**src/rtl/btn_debounce_tick_amisha.sv**
```systemverilog
// rtl/btn_debounce_tick_amisha.sv - per-button synchroniser, debounce FSM and press tick
//
// Purpose:
//   Conditions the raw push-buttons that load the four 7-seg digit registers.
//   Each channel has a 2-FF synchroniser feeding a four-state debounce FSM
//   with a down-counter.  A level change is accepted only after the
//   synchronised input has stayed at the new value for 2^DB_BITS clocks.
//   Each channel outputs a registered debounced level and a one-clock tick
//   on every accepted press (0->1 only).
//
// Ports:
//   clk_amisha       in   1      system clock, rising edge
//   reset_amisha     in   1      asynchronous, active-high reset
//   btn_amisha       in   N_BTN  raw asynchronous buttons, 1 = pressed
//   db_level_amisha  out  N_BTN  debounced level, registered
//   db_tick_amisha   out  N_BTN  one-clock pulse on each debounced press

module btn_debounce_tick_amisha #(
    parameter int N_BTN   = 4,
    parameter int DB_BITS = 19
) (
    input  logic             clk_amisha,
    input  logic             reset_amisha,
    input  logic [N_BTN-1:0] btn_amisha,
    output logic [N_BTN-1:0] db_level_amisha,
    output logic [N_BTN-1:0] db_tick_amisha
);

    localparam logic [1:0] ST_ZERO  = 2'd0;
    localparam logic [1:0] ST_WAIT1 = 2'd1;
    localparam logic [1:0] ST_ONE   = 2'd2;
    localparam logic [1:0] ST_WAIT0 = 2'd3;

    localparam logic [DB_BITS-1:0] CNT_MAX = {DB_BITS{1'b1}};

    for (genvar g = 0; g < N_BTN; g++) begin : g_chan
        logic               sync1_q, sync1_d;
        logic               sync2_q, sync2_d;
        logic [1:0]         state_q, state_d;
        logic [DB_BITS-1:0] cnt_q, cnt_d;
        logic               level_q, level_d;
        logic               tick_q, tick_d;
        logic               s;

        assign s = sync2_q;

        always_comb begin
            sync1_d = btn_amisha[g];
            sync2_d = sync1_q;
            state_d = state_q;
            cnt_d   = cnt_q;
            tick_d  = 1'b0;

            case (state_q)
                ST_ZERO: begin
                    if (s) begin
                        state_d = ST_WAIT1;
                        cnt_d   = CNT_MAX;
                    end
                end
                ST_WAIT1: begin
                    // A reversal beats an expiring count on the same edge.
                    if (!s) begin
                        state_d = ST_ZERO;
                    end else if (cnt_q == '0) begin
                        state_d = ST_ONE;
                        tick_d  = 1'b1;
                    end else begin
                        cnt_d = cnt_q - 1'b1;
                    end
                end
                ST_ONE: begin
                    if (!s) begin
                        state_d = ST_WAIT0;
                        cnt_d   = CNT_MAX;
                    end
                end
                default: begin
                    // Return to ONE on a short release is silent: no tick.
                    if (s) begin
                        state_d = ST_ONE;
                    end else if (cnt_q == '0) begin
                        state_d = ST_ZERO;
                    end else begin
                        cnt_d = cnt_q - 1'b1;
                    end
                end
            endcase

            // Registered from the next state so level and tick rise together.
            level_d = (state_d == ST_ONE) || (state_d == ST_WAIT0);
        end

        always_ff @(posedge clk_amisha or posedge reset_amisha) begin
            if (reset_amisha) begin
                sync1_q <= 1'b0;
                sync2_q <= 1'b0;
                state_q <= ST_ZERO;
                cnt_q   <= '0;
                level_q <= 1'b0;
                tick_q  <= 1'b0;
            end else begin
                sync1_q <= sync1_d;
                sync2_q <= sync2_d;
                state_q <= state_d;
                cnt_q   <= cnt_d;
                level_q <= level_d;
                tick_q  <= tick_d;
            end
        end

        assign db_level_amisha[g] = level_q;
        assign db_tick_amisha[g]  = tick_q;
    end

endmodule
```
**config.mk**
```make
export PLATFORM = sky130hd
export DESIGN_NAME = btn_debounce_tick_amisha
export DESIGN_NICKNAME = d
export VERILOG_FILES = /design/src/rtl/btn_debounce_tick_amisha.sv
export SDC_FILE = /design/constraint.sdc
export NUM_CORES = 1
export LEC_CHECK = 0
export BUFFER_PORTS_ARGS = -buffer_cell sky130_fd_sc_hd__buf_2
export CAP_MARGIN = 20
export CELL_PAD_IN_SITES_DETAIL_PLACEMENT = 1
export CELL_PAD_IN_SITES_GLOBAL_PLACEMENT = 2
export CORE_MARGIN = 2
export CORE_UTILIZATION = 43
export DETAILED_ROUTE_END_ITERATION = 12
export HOLD_SLACK_MARGIN = 0.15
export PLACE_DENSITY_LB_ADDON = 0.2
export SYNTH_ARGS = -nofsm -noshare
export SYNTH_HDL_FRONTEND = slang
export SYNTH_SLANG_ARGS = --single-unit
```
**constraint.sdc**
```tcl
create_clock -name clk_amisha -period 4.51 [get_ports clk_amisha]
set_clock_uncertainty 0.15 [all_clocks]
set_input_delay 0.451 -clock clk_amisha [delete_from_list [all_inputs] [get_ports clk_amisha]]
set_output_delay 0.451 -clock clk_amisha [all_outputs]
set_load 0.005 [all_outputs]
```
* Word level (Yosys, flattened, before mapping)
Cells that the tools add are included.
Operators by class: reductions and logical operators 16, mux-type cells 64, equal/unequal tests 32, add/subtract/negate cells 4
Operator list (count):
- 19-bit two-way mux | 20
- 19-bit one-hot mux with 3 select lines | 4
- 19-bit logical NOT | 4
- 19-bit by 1-bit subtractor with 19-bit output (second input constant) | 4
- 2-bit two-way mux | 24
- 2-bit == test (second input constant) | 12
- 2-bit != test (second input constant) | 12
- 2-bit one-hot mux with 3 select lines | 4
- 4-bit AND reduction | 4
- 1-bit two-way mux | 12
- 3-bit by 1-bit != test with 1-bit output (second input constant) | 4
- 2-bit by 1-bit == test with 1-bit output (second input constant) | 4
- 2-bit logical NOT | 4
- 1-bit logical OR | 4
Word-level totals: output and inout bits 8, logic and storage cells 140, bits of input ports 6, register bits 100

* Logic depth before layout (Yosys ltp)
Gate-level depths: netlist (run 1).
word-level depth 6, mapped depth 9, mapped depth without buffers 8

* Worst setup path before layout (run 1)
Ideal clock, no wire load.
path type reg-to-reg, from register g_chan[3].cnt_q[0], to register g_chan[3].cnt_q[4], path buffers 2, data arrival time 2.479 ns, stages on the path, launching flop included 10, clock period less this slack 2.778 ns, library setup time 0.148 ns, setup slack 1.732 ns, required time 4.212 ns, path through dfrtp_1 -> inv_1 -> ha_1 -> or4b_2 -> or4_1 -> clkbuf_1 -> o41a_1 -> buf_2 -> a21oi_1 -> a41oi_1
On the way: longest elaborated chain between the ends 4, elaborated cells on any way between the ends 6, those cells by class 1 x add/sub; 4 x mux; 1 x reduce/logical
Ends and longest elaborated chain:
- start, declared | RTL line 40 | logic [DB_BITS-1:0] cnt_q, cnt_d;
- start signal, assigned | RTL line 106 | cnt_q <= cnt_d;
- 19-bit by 1-bit subtractor with 19-bit output or 19-bit logical NOT (tied branches)
- 19-bit two-way mux * | RTL line 65, 82
- 19-bit two-way mux (on tied branches) | RTL line 80, 63
- 19-bit one-hot mux with 3 select lines * | RTL line 54 | case (state_q)
Mark *: on every way between the ends. The rest lies on a longest branch, timed or not. The select of a mux whose other input is x is not followed. A chain may end at the register's enable or synchronous reset.

* Final worst setup path (run 1)
Ends and elaborated chain as after synthesis.

==> results.yml, run 1 <==
logic_synthesis:
  synth_seq_area_share: 0.496
  syn-instance-count: 519
  yosysMostFrequentCell: "sky130_fd_sc_hd__dfrtp_1"
  synth-compound-area-share: 0.157
  yosys.area.top_type: "sky130_fd_sc_hd__dfrtp_1"
  synth_seq_cells: 99
  yosys.area_share.adder: 0.0100
  count_of_yosys_warnings_during_synthesis: 0
  synth_enable_flop_cells: 0
  yosys.area_share.xor_xnor: 0.0386
  synth_largest_type_area_fraction: 0.496
  syn_avg_cell_area_sq_um: 9.61
  synth_top_cells_by_count: "sky130_fd_sc_hd__dfrtp_1 (99), sky130_fd_sc_hd__nor2_1 (47), sky130_fd_sc_hd__nand2_1 (42)"
  synth.top_cells.by_area: "sky130_fd_sc_hd__dfrtp_1 (50%), sky130_fd_sc_hd__nor2_1 (3.5%), sky130_fd_sc_hd__a21oi_1 (3.3%)"
  synthMuxAreaShare: 0.0178
  synth_cell_type_count: 58
  yosys_most_used_dff: "sky130_fd_sc_hd__dfrtp_1"
  asr_flop_ratio_synth: 1.00
  net_count_after_synthesis: 529
  netlist_area_sq_um: 4990
  synth_simple_gate_area_frac: 0.241
  synth_top_family_by_area: "simple AND/OR/NAND/NOR gates"
die:
  die_height_microns: 112
  core_region_area_sq_um: 11400
  die_boundary_width_microns: 112
  io_pins: 14
  floorplan.initialDensity: 0.439
  num_rows: 39
  fp.dieArea_sq_um: 12500
sta:
  relSlewSlack: 0.397
  final-max-slew-violation-count: 0
  fmax_mhz: 332
  min_period_ns: 3.02
  fin_hold_ws_ns: 0.121
  tightestPinTransition_ns: 0.898
  final.setup.tns_ns: 0
  grt_setup_unrepaired: "false"
  finalSetupViolCount: 0
  period_share: 0.669
  finalHoldViolations: 0
layout:
  seq_area_sq_um: 2480
  drive_above_1_share: 0.105
  instances_no_fill: 674
  syn_to_final_growth_pct: 9.23
  finalNetCount: 536
  core_occupancy_in_the_finished_layout: 0.479
  multi_input_gate_area_in_the_final_layout_sq_um: 2320
  num_antenna_cells: 0
  fill_cells: 1320
setup_path:
  max_stage_delay_ns: 0.67
  cpMaxStageDelayCell: "sky130_fd_sc_hd__or4b_2"
  arrival_ns: 3.07
  ff_to_ff_end: "g_chan[3].cnt_q[4]"
  regToRegSetupSlack_ns: 1.49
  critical_path_required_ns: 4.56
  r2r.worst_path.cells: 7
  crit_family: "simple AND/OR/NAND/NOR gates"
  timing.critical_path.cells: "inv_1 > ha_1 > or4b_2 > or4_1 > o41a_1 > a21oi_1 > a41oi_1"
  cp-startpoint: "g_chan[3].cnt_q[0]"
  timing.critical_path.from_type: "register"
  worst-path-max-fanout: 11
  timing.critical_path.to_type: "register"
  cp.buffers_inverters: 1
  r2r-start: "g_chan[3].cnt_q[0]"
  criticalPathCategory: "reg -> reg"
grt:
  top_usage_layer: "met2"
  antenna_found_initial: 0
  first_global_vias: 4092
  met3_usage: 0.0501
  grt.met2_usage: 0.318
  grt_pass1_wl_microns: 20300
  grt_util_all_layers: 0.199
  grt.met1_usage: 0.270
  global_route.overflow_total: 0
  grt_max_degree: 68
status:
  status: "completed"
place:
  gp_congestion: 0.801
  io_buffers: 13
  dp.cells: 654
  dp_hpwl_microns: 7990
route:
  route.detailed.wl_per_inst_microns: 17.4
  via_count: 3999
  detail-route-antenna-nets: 0
  drt_drc_violations_left: 0
  totalWireLength_microns: 11700
  vias_per_cell: 5.93
  drt-pass1-iter-count: 4
  drt-initial-drc-count: 197
run:
  drv_cap: 0
clock_network:
  cts.path.max_buffers: 2
  clkTransAtPathRegs_ns: 0.07
  cts_buffers: 9
  cts_root_buffer: "sky130_fd_sc_hd__clkbuf_16"
  htree_num_levels: 3
  post_cts_resize_count: 0
  cts_tree: "done"
  clock_insertion_delay_at_the_later_pin_of_the_skew_report_ns: 0.35
  clock-sinks: 99
pwr:
  leakage_nw: 1.89
  power_density_nw_per_um2: 337
  worst_ir_drop_vdd_v: 0.000312
  design_power_total_w: 0.00184
min_path:
  min_path_type: "in -> async"
[how the worst max path moves through the flow]
stage | to | cells after the start
floorplan | g_chan[0].cnt_q[0] | 1
global placement | g_chan[3].cnt_q[5] | 7
detailed placement | g_chan[3].cnt_q[5] | 7
CTS | g_chan[3].cnt_q[5] | 7
global route | g_chan[3].cnt_q[5] | 7
finish | g_chan[3].cnt_q[4] | 7
[through the flow]
step | area [sq um] | setup slack (ns)
floorplan | 4990 | 1.32
global placement | 5130 | 1.61
detailed placement | 5130 | 1.51
CTS | 5450 | 1.49
global route | 5450 | 1.32
finish | 5450 | 1.49
[metal layers]
metal  routed length [microns]  vias to the layer above
li1                          -                     1923
met1                      5700                     2024
met2                      5560                       41
met3                       314                       11
met4                       136                        0
met5                         0                        -
[where the power goes]
part | switching [W] | total (W) | internal (W)
sequential | 0.0000501 | 0.000975 | 0.000925
clock | 0.000348 | 0.000740 | 0.000392
combinational | 0.0000760 | 0.000121 | 0.0000451
[worst register-to-register path: cells and delay by family (launching register included)]
kind / cells / cell delay, ns
and+or+nand+nor: 2 / 1.23
AOI/OAI and AO/OA: 3 / 0.80
DFF: 1 / 0.41
adders and majority gates: 1 / 0.22
buffers and inverters: 1 / 0.07
[final cells by class]
| type | instances | share of cell area |
|---|---|---|
| Clock buffer | 11 | 0.0445 |
| Clock inverter | 5 | 0.00689 |
| Inverter | 16 | 0.0115 |
| Tap cell | 143 | 0.0328 |
| Sequential cell | 99 | 0.455 |
| Multi-Input combinational cell | 379 | 0.425 |
| Timing Repair Buffer | 21 | 0.0248 |
[registers in the layout, summed over array words and instances, names as in the netlist]
register	cells
g_chan.cnt_q	76
g_chan.state_q	7
g_chan.level_q	4
g_chan.s	4
g_chan.sync1_q	4
g_chan.tick_q	4
[cells in the final DEF, fill, tap and decap left out, types with 5 or more instances in the layout]
cell type                   netlist  layout
sky130_fd_sc_hd__nor3_1          27      27
sky130_fd_sc_hd__mux2_2           7       7
sky130_fd_sc_hd__or3_1           11      11
sky130_fd_sc_hd__o21ai_0         22      22
sky130_fd_sc_hd__nand3_1         18      18
sky130_fd_sc_hd__inv_1           16      15
sky130_fd_sc_hd__a41oi_1          5       5
sky130_fd_sc_hd__dfrtp_1         99      99
sky130_fd_sc_hd__o211ai_1         5       5
sky130_fd_sc_hd__nor4_1          17      17
sky130_fd_sc_hd__o31ai_1         12      12
sky130_fd_sc_hd__a21oi_1         33      33
sky130_fd_sc_hd__nand4_1          5       5
sky130_fd_sc_hd__xor2_1          18      18
sky130_fd_sc_hd__nand2b_1        11      11
sky130_fd_sc_hd__and3_1           6       6
sky130_fd_sc_hd__buf_2            4      13
sky130_fd_sc_hd__nor2_1          47      47
sky130_fd_sc_hd__clkbuf_16        0       9
sky130_fd_sc_hd__or4_1            7       7
sky130_fd_sc_hd__nand2_1         42      42
sky130_fd_sc_hd__a31oi_1         15      15
[kinds of logic (layout without fill, tap and decap cells)]
group,Yosys count,after routing
adder cells (fa/ha/maj),4,4
AND/OR/NAND/NOR,225,225
flip-flops,99,99
multiplexers,8,8
buffers and inverters,41,53
AO/OA/AOI/OAI,120,120
XOR/XNOR,22,22
[timing repair]
action | CTS | global route
buffers inserted | 0 | 0
hold endpoints to repair | 4 | 0
hold buffers | 4 | 0
(Power assumes the default switching activity.)
==> inputs of run 2 (changes only) <==
Settings changed: ABC_AREA from default to 1, CORE_UTILIZATION 43 to 36.
Clock period 4.51 ns to 2.8 ns, I/O delays scaled along.
==> run 2 against run 1 <==
Wire length is 26% higher. Core utilization shrank 7.9 points. Fmax is 28% higher. Sequential share of layout area decreased by 6.5 points. Clock-buffer cell count decreased by 1. Sequential power up 73%. First-iteration DRC count is 7.6% higher. Area after synthesis grew 18%. Hold slack improved by 0.078 ns. Register-to-register slack worse by 1.0 ns.
==> results.yml, run 2 <==
sta:
  fin_hold_ws_ns: 0.199
  final.setup.tns_ns: 0
  finalHoldViolations: 0
  final-max-slew-violation-count: 0
  finalSetupViolCount: 0
  min_period_ns: 2.35
  relSlewSlack: 0.633
  grt_setup_unrepaired: "false"
  period_share: 0.841
  tightestPinTransition_ns: 0.550
  fmax_mhz: 425
place:
  dp_hpwl_microns: 10600
  io_buffers: 13
  gp_congestion: 0.783
  place_area_sq_um: 6050
route:
  drt-pass1-iter-count: 4
  vias_per_cell: 4.87
  drt_drc_violations_left: 0
  drt-initial-drc-count: 212
  via_count: 5153
  route.detailed.wl_per_inst_microns: 14.0
  detail-route-antenna-nets: 0
  totalWireLength_microns: 14800
setup_path:
  timing.critical_path.from_type: "register"
  arrival_ns: 2.43
  critical_path_required_ns: 2.87
  worst-path-max-fanout: 28
  timing.critical_path.to_type: "register"
  criticalPathCategory: "reg -> reg"
logic_synthesis:
  synth_largest_type_area_fraction: 0.422
  yosys_most_used_dff: "sky130_fd_sc_hd__dfrtp_1"
  yosys.area_share.xor_xnor: 0.0254
  synth_cell_type_count: 29
  synth_seq_area_share: 0.422
  synth-compound-area-share: 0.0761
  synth_top_cells_by_count: "sky130_fd_sc_hd__nand2_1 (276), sky130_fd_sc_hd__nor2_1 (110), sky130_fd_sc_hd__dfrtp_1 (99)"
  syn_avg_cell_area_sq_um: 7.05
  net_count_after_synthesis: 843
  syn-instance-count: 833
  synthMuxAreaShare: 0
  synth.top_cells.by_area: "sky130_fd_sc_hd__dfrtp_1 (42%), sky130_fd_sc_hd__nand2_1 (18%), sky130_fd_sc_hd__nand3_1 (7.2%)"
  synth_enable_flop_cells: 0
  synth_top_family_by_area: "simple AND/OR/NAND/NOR gates"
  count_of_yosys_warnings_during_synthesis: 0
  asr_flop_ratio_synth: 1.00
  yosys.area.top_type: "sky130_fd_sc_hd__dfrtp_1"
  synth_seq_cells: 99
  synth_simple_gate_area_frac: 0.372
  yosysMostFrequentCell: "sky130_fd_sc_hd__nand2_1"
  netlist_area_sq_um: 5870
  yosys.area_share.adder: 0.00853
grt:
  antenna_found_initial: 0
  grt_pass1_wl_microns: 25900
  first_global_vias: 5434
  global_route.overflow_total: 0
  grt_max_degree: 100
  grt_util_all_layers: 0.181
clock_network:
  htree_num_levels: 3
  post-cts-setup-buffer-count: 0
  cts.path.max_buffers: 2
  cts_root_buffer: "sky130_fd_sc_hd__clkbuf_16"
  clock_insertion_delay_at_the_later_pin_of_the_skew_report_ns: 0.36
  cts_buffers: 9
  cts_tree: "done"
  clock-sinks: 99
  clkTransAtPathRegs_ns: 0.07
layout:
  largestRegisters: "g_chan.cnt_q: 76 flops, g_chan.state_q: 7 flops"
  mostFrequentLayoutCell: "sky130_fd_sc_hd__nand2_1"
  syn_to_final_growth_pct: 8.31
  finalNetCount: 848
  number_of_flip_flops_in_the_largest_register: 76
  drive_above_1_share: 0.0938
  num_antenna_cells: 0
  finished_layout_cell_area_sq_um: 6360
  mostFrequentLayoutCells: "sky130_fd_sc_hd__nand2_1 (276), sky130_fd_sc_hd__nor2_1 (110), sky130_fd_sc_hd__dfrtp_1 (99)"
  top_register: "g_chan.cnt_q"
run:
  drv_cap: 0
die:
  num_rows: 46
  fp.dieArea_sq_um: 17300
  floorplan.initialDensity: 0.370
  core_region_area_sq_um: 15900
  io_pins: 14
  die_height_microns: 132
  die_boundary_width_microns: 132
min_path:
  min_path_type: "reg -> reg"
status:
  status: "completed"
pwr:
  power_density_nw_per_um2: 534
  leakage_nw: 3.03
  worst_ir_drop_vdd_v: 0.000304
## run 2: changes by cell type in the layout (fill, tap and decap cells not counted), moves of 28 or more
cell | before | now
sky130_fd_sc_hd__nand2_1 | 42 | 276
sky130_fd_sc_hd__inv_1 | 15 | 88
sky130_fd_sc_hd__nand3_1 | 18 | 85
sky130_fd_sc_hd__nor2_1 | 47 | 110
sky130_fd_sc_hd__a21oi_1 | 33 | 0
sky130_fd_sc_hd__o21ai_0 | 22 | 50
## run 2: worst paths after layout
check	start	end	slack, ns	depth (start not counted)
worst min-delay path	g_chan[3].sync1_q	g_chan[3].s	0.20	0
max in group asynchronous	reset_amisha	g_chan[2].cnt_q[11]	1.60	4
min in group asynchronous	reset_amisha	g_chan[0].cnt_q[13]	0.49	4
worst max register to register	g_chan[2].cnt_q[0]	g_chan[2].cnt_q[10]	0.45	9
worst max-delay path	g_chan[2].cnt_q[0]	g_chan[2].cnt_q[10]	0.45	9
worst min register to register	g_chan[3].sync1_q	g_chan[3].s	0.20	0
## run 2: per-layer routing
metal	GRT usage	vias to the layer above	part of all wire
met4	0.0507	0	0.012
met1	0.238	2518	0.49
li1	-	2600	-
met3	0.0258	11	0.014
met2	0.311	24	0.49
met5	0	-	0
## run 2: critical path, stage by stage (launching register included)
cell                      delay (ns)
sky130_fd_sc_hd__dfrtp_1        0.38
sky130_fd_sc_hd__inv_1          0.11
sky130_fd_sc_hd__ha_1           0.21
sky130_fd_sc_hd__nand2_1        0.16
sky130_fd_sc_hd__nor2_4         0.22
sky130_fd_sc_hd__nand3_2        0.14
sky130_fd_sc_hd__nand2_1        0.34
sky130_fd_sc_hd__inv_2          0.30
sky130_fd_sc_hd__nand2_1        0.15
sky130_fd_sc_hd__o21ai_1        0.07
## run 2: cell type report
class / instances / area [sq um]
Clock buffer: 10 / 229
Clock inverter: 5 / 31.3
Fill cell: 2036 / 9530
Inverter: 93 / 355
Multi-Input combinational cell: 612 / 2830
Sequential cell: 99 / 2480
Tap cell: 216 / 270
Timing Repair Buffer: 23 / 165
## run 2: power by group
| part | total, W | switching, W | internal (W) |
|---|---|---|---|
| clock network | 0.00116 | 0.000561 | 0.000596 |
| logic | 0.000549 | 0.000363 | 0.000186 |
| registers | 0.00169 | 0.000134 | 0.00155 |
| total | 0.00339 | 0.00106 | 0.00233 |
## run 2: kinds of logic (layout without fill, tap and decap cells)
kind of cell / after synthesis / count (layout)
simple gates: 513 / 513
buf+inv: 122 / 131
flops: 99 / 99
compound gates: 78 / 78
xor+xnor: 17 / 17
fa+ha+maj: 4 / 4
## run 2: through the flow
step           worst slack, ns   util  total power [W]  std cells
5_1_grt                  0.142  0.400          0.00360       1058
6_report                 0.446  0.400          0.00339       1058
3_3_place_gp             0.576  0.381          0.00223       1038
3_5_place_dp             0.410  0.381          0.00227       1038
2_1_floorplan             1.00      -          0.00211        833
4_1_cts                  0.418  0.400          0.00345       1058
## run 2: repair_timing
action | 4_1_cts | 5_1_grt
gates resized for setup | 0 | 0
endpoints found under the hold margin | 103 | 0
setup endpoints to repair | 0 | 0
hold buffers | 5 | 0
==> inputs of run 3 (changes only) <==
Clock period 2.8 ns to 2.25 ns, I/O delays scaled along.
==> run 3 against run 2 <==
Sequential share of layout area down 0.69 points. Critical path depth stayed put. Cell count is 0.47% higher. Final area grew 1.8%. First-iteration DRC count decreased by 21%. Hold slack improved by 0.0076 ns. Clock-buffer cell count is 1 higher. Largest cell class unchanged. Largest power group unchanged.
==> results.yml, run 3 (synthesized netlist as in run 2, its figures left out) <==
die:
  io_pins: 14
  die_boundary_width_microns: 132
  floorplan.initialDensity: 0.370
  core_region_area_sq_um: 15900
  fp.dieArea_sq_um: 17300
  die_height_microns: 132
  num_rows: 46
grt:
  global_route.overflow_total: 0
  met3_usage: 0.0367
  grt_pass1_wl_microns: 26600
  grt_max_degree: 37
  grt.met2_usage: 0.324
  top_usage_layer: "met2"
  first_global_vias: 5514
  grt.met1_usage: 0.241
  antenna_found_initial: 0
  grt_util_all_layers: 0.186
clock_network:
  cts_tree: "done"
  cts_root_buffer: "sky130_fd_sc_hd__clkbuf_16"
  cts_buffers: 9
  clock_insertion_delay_at_the_later_pin_of_the_skew_report_ns: 0.35
  cts.path.max_buffers: 2
  htree_num_levels: 3
  clock-sinks: 99
  clkTransAtPathRegs_ns: 0.07
sta:
  relSlewSlack: 0.677
  final-max-slew-violation-count: 0
  period_share: 0.903
  finalHoldViolations: 0
  finalSetupViolCount: 0
  fmax_mhz: 492
  grt_setup_unrepaired: "false"
  final.setup.tns_ns: 0
  min_period_ns: 2.03
  tightestPinTransition_ns: 0.483
route:
  totalWireLength_microns: 14900
  detail-route-antenna-nets: 0
  drt-pass1-iter-count: 4
  vias_per_cell: 4.86
  route.detailed.wl_per_inst_microns: 14.0
  drt_drc_violations_left: 0
  drt-initial-drc-count: 168
  via_count: 5164
pwr:
  power_density_nw_per_um2: 697
  worst_ir_drop_vdd_v: 0.000408
  leakage_nw: 3.08
setup_path:
  worst-path-max-fanout: 26
  critical_path_required_ns: 2.34
  arrival_ns: 2.12
  criticalPathCategory: "reg -> reg"
  timing.critical_path.to_type: "register"
  timing.critical_path.from_type: "register"
layout:
  number_of_flip_flops_in_the_largest_register: 76
  largestRegisters: "g_chan.cnt_q: 76 flops, g_chan.state_q: 7 flops"
  mostFrequentLayoutCells: "sky130_fd_sc_hd__nand2_1 (276), sky130_fd_sc_hd__nor2_1 (110), sky130_fd_sc_hd__dfrtp_1 (99)"
  num_antenna_cells: 0
  mostFrequentLayoutCell: "sky130_fd_sc_hd__nand2_1"
  top_register: "g_chan.cnt_q"
  seq_area_sq_um: 2480
  finalNetCount: 853
  multi_input_gate_area_in_the_final_layout_sq_um: 2830
  syn_to_final_growth_pct: 10.3
  core_occupancy_in_the_finished_layout: 0.408
  drive_above_1_share: 0.100
  fill_cells: 2055
run:
  drv_cap: 0
place:
  gp_congestion: 0.788
  io_buffers: 13
  dp_hpwl_microns: 11000
status:
  status: "completed"
min_path:
  min_path_type: "reg -> reg"
==> run 3: worst paths after layout <==
check / from / endpoint / slack (ns) / cells after the start
worst min register to register: g_chan[2].sync1_q / g_chan[2].s / 0.21 / 0
worst min-delay path: g_chan[2].sync1_q / g_chan[2].s / 0.21 / 0
worst max-delay path: g_chan[0].cnt_q[0] / g_chan[0].cnt_q[6] / 0.22 / 9
worst max register to register: g_chan[0].cnt_q[0] / g_chan[0].cnt_q[6] / 0.22 / 9
max in group asynchronous: reset_amisha / g_chan[3].cnt_q[9] / 1.04 / 4
min in group asynchronous: reset_amisha / g_chan[1].cnt_q[1] / 0.28 / 3
==> run 3: power breakdown <==
group	switching (W)	leakage, nW	internal [W]
combinational	0.000450	1.79	0.000240
sequential	0.000168	1.14	0.00193
clock	0.000719	0.148	0.00100
total	0.00134	3.08	0.00317
==> run 3: layer usage <==
layer	part of all wire	vias up
li1	-	2614
met1	0.47	2512
met2	0.50	29
met3	0.020	9
met4	0.0074	0
met5	0	-
==> run 3: stage by stage <==
stage | std cells | power [W] | worst slack (ns) | hold WS [ns] | cell area, sq um
after detailed placement | 1043 | 0.00283 | 0.144 | 0.126 | 6100
after CTS | 1063 | 0.00459 | 0.132 | 0.212 | 6470
after floorplan | 833 | 0.00263 | 0.453 | 0.106 | 5870
final | 1063 | 0.00451 | 0.218 | 0.207 | 6470
after global placement | 1043 | 0.00278 | 0.213 | 0.128 | 6100
after global routing | 1063 | 0.00478 | 0.00603 | 0.217 | 6470
==> run 3: area by class of cell <==
type	instances	area share
clock inverters	4	0.0116
well taps	216	0.0417
repair buffers	28	0.0332
clock buffers	11	0.0375
multi-input cells	612	0.438
flip-flops and latches	99	0.383
inverters	93	0.0557
==> run 3: timing repair <==
action / CTS / global route
setup endpoints to repair: 0 / 14
hold buffers: 5 / 0
gates resized for setup: 0 / 5
buffers inserted: 0 / 0
endpoints found under the hold margin: 83 / 0
==> run 3: critical path, stage by stage (launching register included) <==
cell,delay [ns]
sky130_fd_sc_hd__dfrtp_1,0.38
sky130_fd_sc_hd__inv_1,0.13
sky130_fd_sc_hd__ha_2,0.26
sky130_fd_sc_hd__nand2_2,0.13
sky130_fd_sc_hd__nor2_4,0.21
sky130_fd_sc_hd__nand3_4,0.13
sky130_fd_sc_hd__nand2_4,0.19
sky130_fd_sc_hd__inv_4,0.16
sky130_fd_sc_hd__o21ai_0,0.12
sky130_fd_sc_hd__nand2_1,0.07
